==> config.mk <==
export PLATFORM = sky130hd
export DESIGN_NAME = alu_seq
export DESIGN_NICKNAME = d
export VERILOG_FILES = /design/src/rtl/alu_pkg.sv /design/src/rtl/mul_shift_add.sv /design/src/rtl/alu_seq.sv
export SDC_FILE = /design/constraint.sdc
export NUM_CORES = 2
export LEC_CHECK = 0
export BUFFER_PORTS_ARGS = -buffer_cell sky130_fd_sc_hd__buf_2
export CORE_MARGIN = 3
export CORE_UTILIZATION = 51
export CTS_CLUSTER_SIZE = 25
export DETAILED_ROUTE_END_ITERATION = 7
export PLACE_DENSITY = 0.68
export SLEW_MARGIN = 20
export SYNTH_ARGS = -nofsm -noshare
export SYNTH_HDL_FRONTEND = slang
export SYNTH_SLANG_ARGS = --single-unit
==> constraint.sdc <==
create_clock -name clk -period 8.2 [get_ports clk]
set_clock_uncertainty 0.15 [all_clocks]
set_input_delay 2.46 -clock clk [delete_from_list [all_inputs] [get_ports clk]]
set_output_delay 2.46 -clock clk [all_outputs]
set_load 0.1 [all_outputs]
==> src/rtl/alu_pkg.sv <==
// Shared encodings for the Y86 execute-stage ALU: opcodes, FSM states and CC reset value.
package alu_pkg;

  localparam logic [2:0] OP_ADD = 3'd0;
  localparam logic [2:0] OP_SUB = 3'd1;
  localparam logic [2:0] OP_AND = 3'd2;
  localparam logic [2:0] OP_XOR = 3'd3;
  localparam logic [2:0] OP_MUL = 3'd4;

  typedef enum logic [0:0] {S_IDLE, S_MUL} state_t;

  typedef struct packed {
    logic zf;
    logic sf;
    logic of;
  } cc_t;

  localparam cc_t CC_RESET = '{zf: 1'b1, sf: 1'b0, of: 1'b0};

  // MUL is only a real operation when the multiplier is built.
  function automatic logic op_is_legal(logic [2:0] op, logic mul_en);
    return (op < OP_MUL) || ((op == OP_MUL) && mul_en);
  endfunction

endpackage

==> src/rtl/mul_shift_add.sv <==
// Signed shift-add multiplier: one multiplier bit per cycle over WIDTH cycles on magnitudes,
// sign applied to the final accumulator.
module mul_shift_add
  import alu_pkg::*;
#(
  parameter int unsigned WIDTH = 64
) (
  input  logic                 clk,
  input  logic                 rst_n,
  input  logic                 start,
  input  logic [WIDTH-1:0]     a,
  input  logic [WIDTH-1:0]     b,
  output logic                 done,
  output logic [2*WIDTH-1:0]   prod
);

  localparam int unsigned CW = $clog2(WIDTH);

  logic [2*WIDTH-1:0] mcand_q;
  logic [WIDTH-1:0]   mplier_q;
  logic [2*WIDTH-1:0] acc_q;
  logic [2*WIDTH-1:0] acc_d;
  logic [CW-1:0]      cnt_q;
  logic               neg_q;
  logic               active_q;
  logic [WIDTH-1:0]   mag_a;
  logic [WIDTH-1:0]   mag_b;

  // Magnitudes are unsigned, so the most-negative operand maps to 2^(WIDTH-1) without loss.
  always_comb begin
    mag_a = a[WIDTH-1] ? -a : a;
    mag_b = b[WIDTH-1] ? -b : b;
  end

  // One shift-add step; the last step is consumed combinationally through prod.
  always_comb begin
    acc_d = acc_q + (mplier_q[0] ? mcand_q : '0);
  end

  assign done = active_q && (cnt_q == CW'(WIDTH - 1));
  assign prod = neg_q ? -acc_d : acc_d;

  // Operand capture on start, then one iteration per cycle until the last bit.
  always_ff @(posedge clk or negedge rst_n) begin
    if (!rst_n) begin
      mcand_q  <= '0;
      mplier_q <= '0;
      acc_q    <= '0;
      cnt_q    <= '0;
      neg_q    <= 1'b0;
      active_q <= 1'b0;
    end else if (start) begin
      mcand_q  <= {{WIDTH{1'b0}}, mag_a};
      mplier_q <= mag_b;
      acc_q    <= '0;
      cnt_q    <= '0;
      neg_q    <= a[WIDTH-1] ^ b[WIDTH-1];
      active_q <= 1'b1;
    end else if (active_q) begin
      acc_q    <= acc_d;
      mcand_q  <= mcand_q << 1;
      mplier_q <= mplier_q >> 1;
      cnt_q    <= cnt_q + CW'(1);
      if (done) begin
        active_q <= 1'b0;
      end
    end
  end

endmodule

==> src/rtl/alu_seq.sv <==
// Registered Y86 execute-stage ALU with valid/ready handshake, multi-cycle MUL and CC register.
module alu_seq
  import alu_pkg::*;
#(
  parameter int unsigned WIDTH  = 64,
  parameter bit          MUL_EN = 1'b1
) (
  input  logic             clk,
  input  logic             rst_n,
  input  logic             in_valid,
  output logic             in_ready,
  input  logic [2:0]       op,
  input  logic [WIDTH-1:0] a,
  input  logic [WIDTH-1:0] b,
  input  logic             set_cc,
  output logic             out_valid,
  input  logic             out_ready,
  output logic [WIDTH-1:0] result,
  output logic             ovf,
  output logic             illegal,
  output logic             cc_zf,
  output logic             cc_sf,
  output logic             cc_of,
  output logic             busy
);

  state_t state_q, state_d;
  cc_t    cc_q;
  logic   set_cc_q;

  logic   accept;
  logic   legal;
  logic   start_mul;

  logic [WIDTH-1:0]   alu_r;
  logic               alu_ovf;
  logic               mul_done;
  logic [2*WIDTH-1:0] mul_prod;
  logic [WIDTH-1:0]   mul_r;
  logic               mul_ovf;

  logic             load;
  logic [WIDTH-1:0] load_r;
  logic             load_ovf;
  logic             load_ill;
  logic             load_cc;

  assign accept    = in_valid && in_ready;
  assign legal     = op_is_legal(op, MUL_EN);
  assign start_mul = accept && legal && (op == OP_MUL);

  // Single-cycle datapath; anything not handled here (illegal ops) yields zero.
  always_comb begin
    alu_r   = '0;
    alu_ovf = 1'b0;
    case (op)
      OP_ADD: begin
        alu_r   = b + a;
        alu_ovf = (a[WIDTH-1] == b[WIDTH-1]) && (alu_r[WIDTH-1] != a[WIDTH-1]);
      end
      OP_SUB: begin
        alu_r   = b - a;
        alu_ovf = (a[WIDTH-1] != b[WIDTH-1]) && (alu_r[WIDTH-1] != b[WIDTH-1]);
      end
      OP_AND:  alu_r = a & b;
      OP_XOR:  alu_r = a ^ b;
      default: ;
    endcase
  end

  if (MUL_EN) begin : g_mul
    mul_shift_add #(
      .WIDTH (WIDTH)
    ) u_mul (
      .clk   (clk),
      .rst_n (rst_n),
      .start (start_mul),
      .a     (a),
      .b     (b),
      .done  (mul_done),
      .prod  (mul_prod)
    );
  end else begin : g_no_mul
    assign mul_done = 1'b0;
    assign mul_prod = '0;
  end

  // Product overflows when its upper half is not the sign extension of the kept low half.
  assign mul_r   = mul_prod[WIDTH-1:0];
  assign mul_ovf = mul_prod[2*WIDTH-1:WIDTH] != {WIDTH{mul_prod[WIDTH-1]}};

  // State register.
  always_ff @(posedge clk or negedge rst_n) begin
    if (!rst_n) begin
      state_q <= S_IDLE;
    end else begin
      state_q <= state_d;
    end
  end

  // Next-state: enter MUL on an accepted multiply, leave on the final iteration.
  always_comb begin
    state_d = state_q;
    case (state_q)
      S_IDLE:  if (start_mul) state_d = S_MUL;
      S_MUL:   if (mul_done) state_d = S_IDLE;
      default: state_d = S_IDLE;
    endcase
  end

  // FSM outputs: accept only when the output slot is free or draining this cycle.
  always_comb begin
    in_ready = 1'b0;
    busy     = 1'b0;
    case (state_q)
      S_IDLE:  in_ready = !out_valid || out_ready;
      S_MUL:   busy = 1'b1;
      default: ;
    endcase
  end

  // Select what, if anything, loads into the output register this cycle.
  always_comb begin
    load     = 1'b0;
    load_r   = alu_r;
    load_ovf = alu_ovf;
    load_ill = !legal;
    load_cc  = set_cc && legal;
    if (state_q == S_MUL) begin
      load     = mul_done;
      load_r   = mul_r;
      load_ovf = mul_ovf;
      load_ill = 1'b0;
      load_cc  = set_cc_q;
    end else if (accept && !start_mul) begin
      load = 1'b1;
    end
  end

  // Output register: hold while stalled, a load on a consume edge keeps out_valid high.
  always_ff @(posedge clk or negedge rst_n) begin
    if (!rst_n) begin
      out_valid <= 1'b0;
      result    <= '0;
      ovf       <= 1'b0;
      illegal   <= 1'b0;
    end else if (load) begin
      out_valid <= 1'b1;
      result    <= load_r;
      ovf       <= load_ovf;
      illegal   <= load_ill;
    end else if (out_ready) begin
      out_valid <= 1'b0;
    end
  end

  // CC register and the set_cc flag held across a multiply.
  always_ff @(posedge clk or negedge rst_n) begin
    if (!rst_n) begin
      cc_q     <= CC_RESET;
      set_cc_q <= 1'b0;
    end else begin
      if (start_mul) begin
        set_cc_q <= set_cc;
      end
      if (load && load_cc) begin
        cc_q <= '{zf: (load_r == '0), sf: load_r[WIDTH-1], of: load_ovf};
      end
    end
  end

  assign cc_zf = cc_q.zf;
  assign cc_sf = cc_q.sf;
  assign cc_of = cc_q.of;

endmodule

==> results.yml <==
synthesis:
  synth-compound-area-share: 0.269
  yosys.area_share.adder: 0.0746
  synth_area_per_cell_um2: 7.52
  synth_cell_types: 104
  ys_top_cells_by_area: "dfrtp_1 23%, ha_1 7.3%, mux2i_1 7.0%"
  synth_nets: 6257
  netlist.area_leader.share: 0.226
  synthesis.area_mm2: 0.0441
  yosys_warnings: 0
  yosys.area_share.simple: 0.232
  seq_area_frac_synth: 0.227
  synth_top_family_by_area: "compound AO/OA/AOI/OAI gates"
  synthMuxAreaShare: 0.0722
  synthArstFlopShare: 1.00
  ys_seq_elements: 400
  ys.flop_type: "dfrtp_1"
  synth_edf_count: 0
  synth_xor_area_frac: 0.0749
  syn_inst: 5860
  synth_top_area_cell: "dfrtp_1"
cells_and_area:
  fillers: 8204
  nets: 6636
  area_growth_pct: 15.2
  final_cell_mix: "612 x nor2_1, 586 x nand2_1, 493 x buf_4, 470 x o21ai_0, 433 x a21oi_1"
  layout-drive-gt1-share: 0.146
  post-route-util: 0.594
  final_common_cell: "nor2_1"
detailed_routing:
  vias_per_cell: 6.50
  drt-initial-drc-count: 5042
  wl_um: 182000
  drc: 0
  antenna_left: 0
  wl_per_cell_um: 24.5
  routed-via-count: 48300
  first_pass_iters: 6
worst_hold_path:
  min_path_type: "register to register"
timing:
  drv_slew: 0
  max_clock_freq_mhz: 124
  setup-violations-final: 0
  period_needed_ps: 8070
  slew_headroom: 0.341
  hold-worst-slack_ps: 316
  hold_viol: 0
  tightest_slew_ps: 988
  period_share: 0.984
clock_network:
  cts.reportedPaths.clkPinSlew_ps: 60
  clkLatencyLatePin_ps: 670
  ctsRootBufferMaster: "clkbuf_16"
  htree_levels: 2
  cts_buffers: 49
  clock-sinks: 400
  ctsHoldBuffers: 0
  cts_tree: "built"
  cts_buffer_depth: 3
setup_path:
  critPathCaptureType: "register"
  crit_family: "simple AND/OR/NAND/NOR gates"
  cp.buffers_inverters: 4
  cpMaxStageDelayCell: "or4_4"
  cp.arrival_ps: 8460
  worstPathMaxFanout: 56
  crit_type: "register to register"
  cp_data_required_time_ps: 8590
  startpoint_type: "register"
  cp_slowest_stage_delay_ps: 580
global_route:
  grt_use_total: 0.389
  grt_pass1_wl_um: 275000
  grt_max_degree: 170
  overflow: 0
  antenna_found_initial: 2
  grt_pass1_vias: 45700
placed_design:
  detailed_place_hpwl_um: 143000
  routabilityCongestion: 1.03
  portBuffers: 207
run:
  drv_cap: 0
pwr:
  ir_drop_mv: 0.329
  power.density_mw_per_mm2: 513
  p_leak_nw: 22.7
floorplanning:
  std_cell_rows: 107
  die_w_um: 300
  die_y_um: 300
  initial_core_util: 0.516
  io_pins: 208
  dieArea_mm2: 0.0900
  core_mm2: 0.0854
outcome:
  outcome: "finished, final reports clean"
==> path summary, 6_finish.rpt <==
check	to	slack (ps)	cells after the start	start
min in group asynchronous	g_mul.u_mul.mcand_q[109]$_DFFE_PN0P_	1660	1	rst_n
setup reg to reg	ovf$_DFFE_PN0P_	130	25	g_mul.u_mul.mplier_q[0]$_DFFE_PN0P_
max in group asynchronous	g_mul.u_mul.mplier_q[50]$_DFFE_PN0P_	4900	2	rst_n
setup / recovery	ovf$_DFFE_PN0P_	130	25	g_mul.u_mul.mplier_q[0]$_DFFE_PN0P_
hold reg to reg	result[26]$_DFFE_PN0P_	320	2	result[26]$_DFFE_PN0P_
hold / removal	result[26]$_DFFE_PN0P_	320	2	result[26]$_DFFE_PN0P_
==> metal layers <==
| metal | up-vias | global-route usage | routed length, um |
|---|---|---|---|
| met5 | - | 0 | 0 |
| met4 | 0 | 0.183 | 10200 |
| met3 | 489 | 0.0612 | 14500 |
| met2 | 2323 | 0.620 | 80800 |
| met1 | 23200 | 0.517 | 76000 |
| li1 | 22300 | - | - |
==> logic make-up after synthesis <==
logic type	Yosys count
buffers and inverters	571
AND/OR/NAND/NOR	2122
AO/OA/AOI/OAI	1814
adder cells (fa/ha/maj)	261
XOR/XNOR	376
flip-flops	400
multiplexers	316
==> cell type report <==
type / instances / area, um^2 / share of cell area
multi-input combinational: 4889 / 32000 / 0.630
sequential: 400 / 10000 / 0.197
timing repair buffer: 708 / 4910 / 0.0966
clock buffer: 72 / 1460 / 0.0288
tap: 1144 / 1430 / 0.0282
inverter: 191 / 717 / 0.0141
clock inverter: 19 / 248 / 0.00488
antenna: 1 / 2.50 / 0.0000493
==> Yosys cell counts, types with 22 or more instances <==
| cell type | instances |
|---|---|
| nor2_1 | 617 |
| nand2_1 | 586 |
| o21ai_0 | 473 |
| a21oi_1 | 437 |
| dfrtp_1 | 399 |
| clkbuf_1 | 324 |
| mux2i_1 | 308 |
| xnor2_1 | 296 |
| ha_1 | 258 |
| inv_1 | 185 |
| and2_1 | 164 |
| nand4_1 | 136 |
| nor3_1 | 128 |
| o31ai_1 | 107 |
| nand3_1 | 97 |
| a211oi_1 | 82 |
| a21o_1 | 81 |
| xor2_1 | 79 |
| or3_1 | 74 |
| nor4_1 | 62 |
| a31oi_1 | 57 |
| o211ai_1 | 54 |
| o21a_1 | 53 |
| o21bai_1 | 51 |
| o41ai_1 | 50 |
| or4_1 | 50 |
| and3_1 | 38 |
| a221oi_1 | 36 |
| nand2b_1 | 36 |
| or2_2 | 36 |
| buf_1 | 31 |
| a22oi_1 | 30 |
| and4_1 | 22 |
| o211a_1 | 22 |
==> what timing repair did <==
item	CTS	global route
pin swaps	0	3
gates resized for setup	3	24
cloned	0	0
setup buffers	0	6
setup endpoints to repair	3	3
==> flip-flops by register name, summed over array words and instances, names as in the netlist, 6 cells and up <==
name	cells
g_mul.u_mul.acc_q	128
g_mul.u_mul.cnt_q	6
g_mul.u_mul.mcand_q	128
g_mul.u_mul.mplier_q	64
result	64
==> power by group <==
part | switching, mW | leakage [nW] | internal [mW]
sequential | 0.754 | 4.86 | 2.95
combinational | 12.8 | 17.0 | 7.24
clock | 0.965 | 0.842 | 1.39
total | 14.5 | 22.7 | 11.6
==> through the flow <==
step / setup TNS [ps] / total power, mW / setup WS (ps) / cell area [um^2] / std cells
CTS: 0 / 25.4 / 84.6 / 50600 / 7417
finish: 0 / 26.1 / 128 / 50800 / 7424
global placement: -620 / 22.8 / -554 / 48900 / 7326
global route: -27.0 / 27.5 / -21.4 / 50800 / 7423
detailed placement: -1030 / 22.9 / -748 / 48900 / 7326
floorplan: 0 / 15.8 / 569 / 44100 / 5860
==> worst reg2reg max path: stages, from the launching register on <==
cell	delay (ps)
dfrtp_2	500
buf_12	200
and2_1	240
ha_2	430
nand4_1	270
or2_2	380
or3_1	360
a211o_1	330
nand3_1	280
a211oi_2	170
xnor2_1	170
or3_1	430
or4b_4	570
or4_4	580
buf_4	220
or3_1	480
o31ai_1	290
xnor2_1	210
o22ai_1	110
a2111oi_0	370
buf_4	190
nand4_1	100
nor4b_2	230
buf_4	190
a21oi_1	200
mux2_2	330
(Power assumes the default switching activity.)
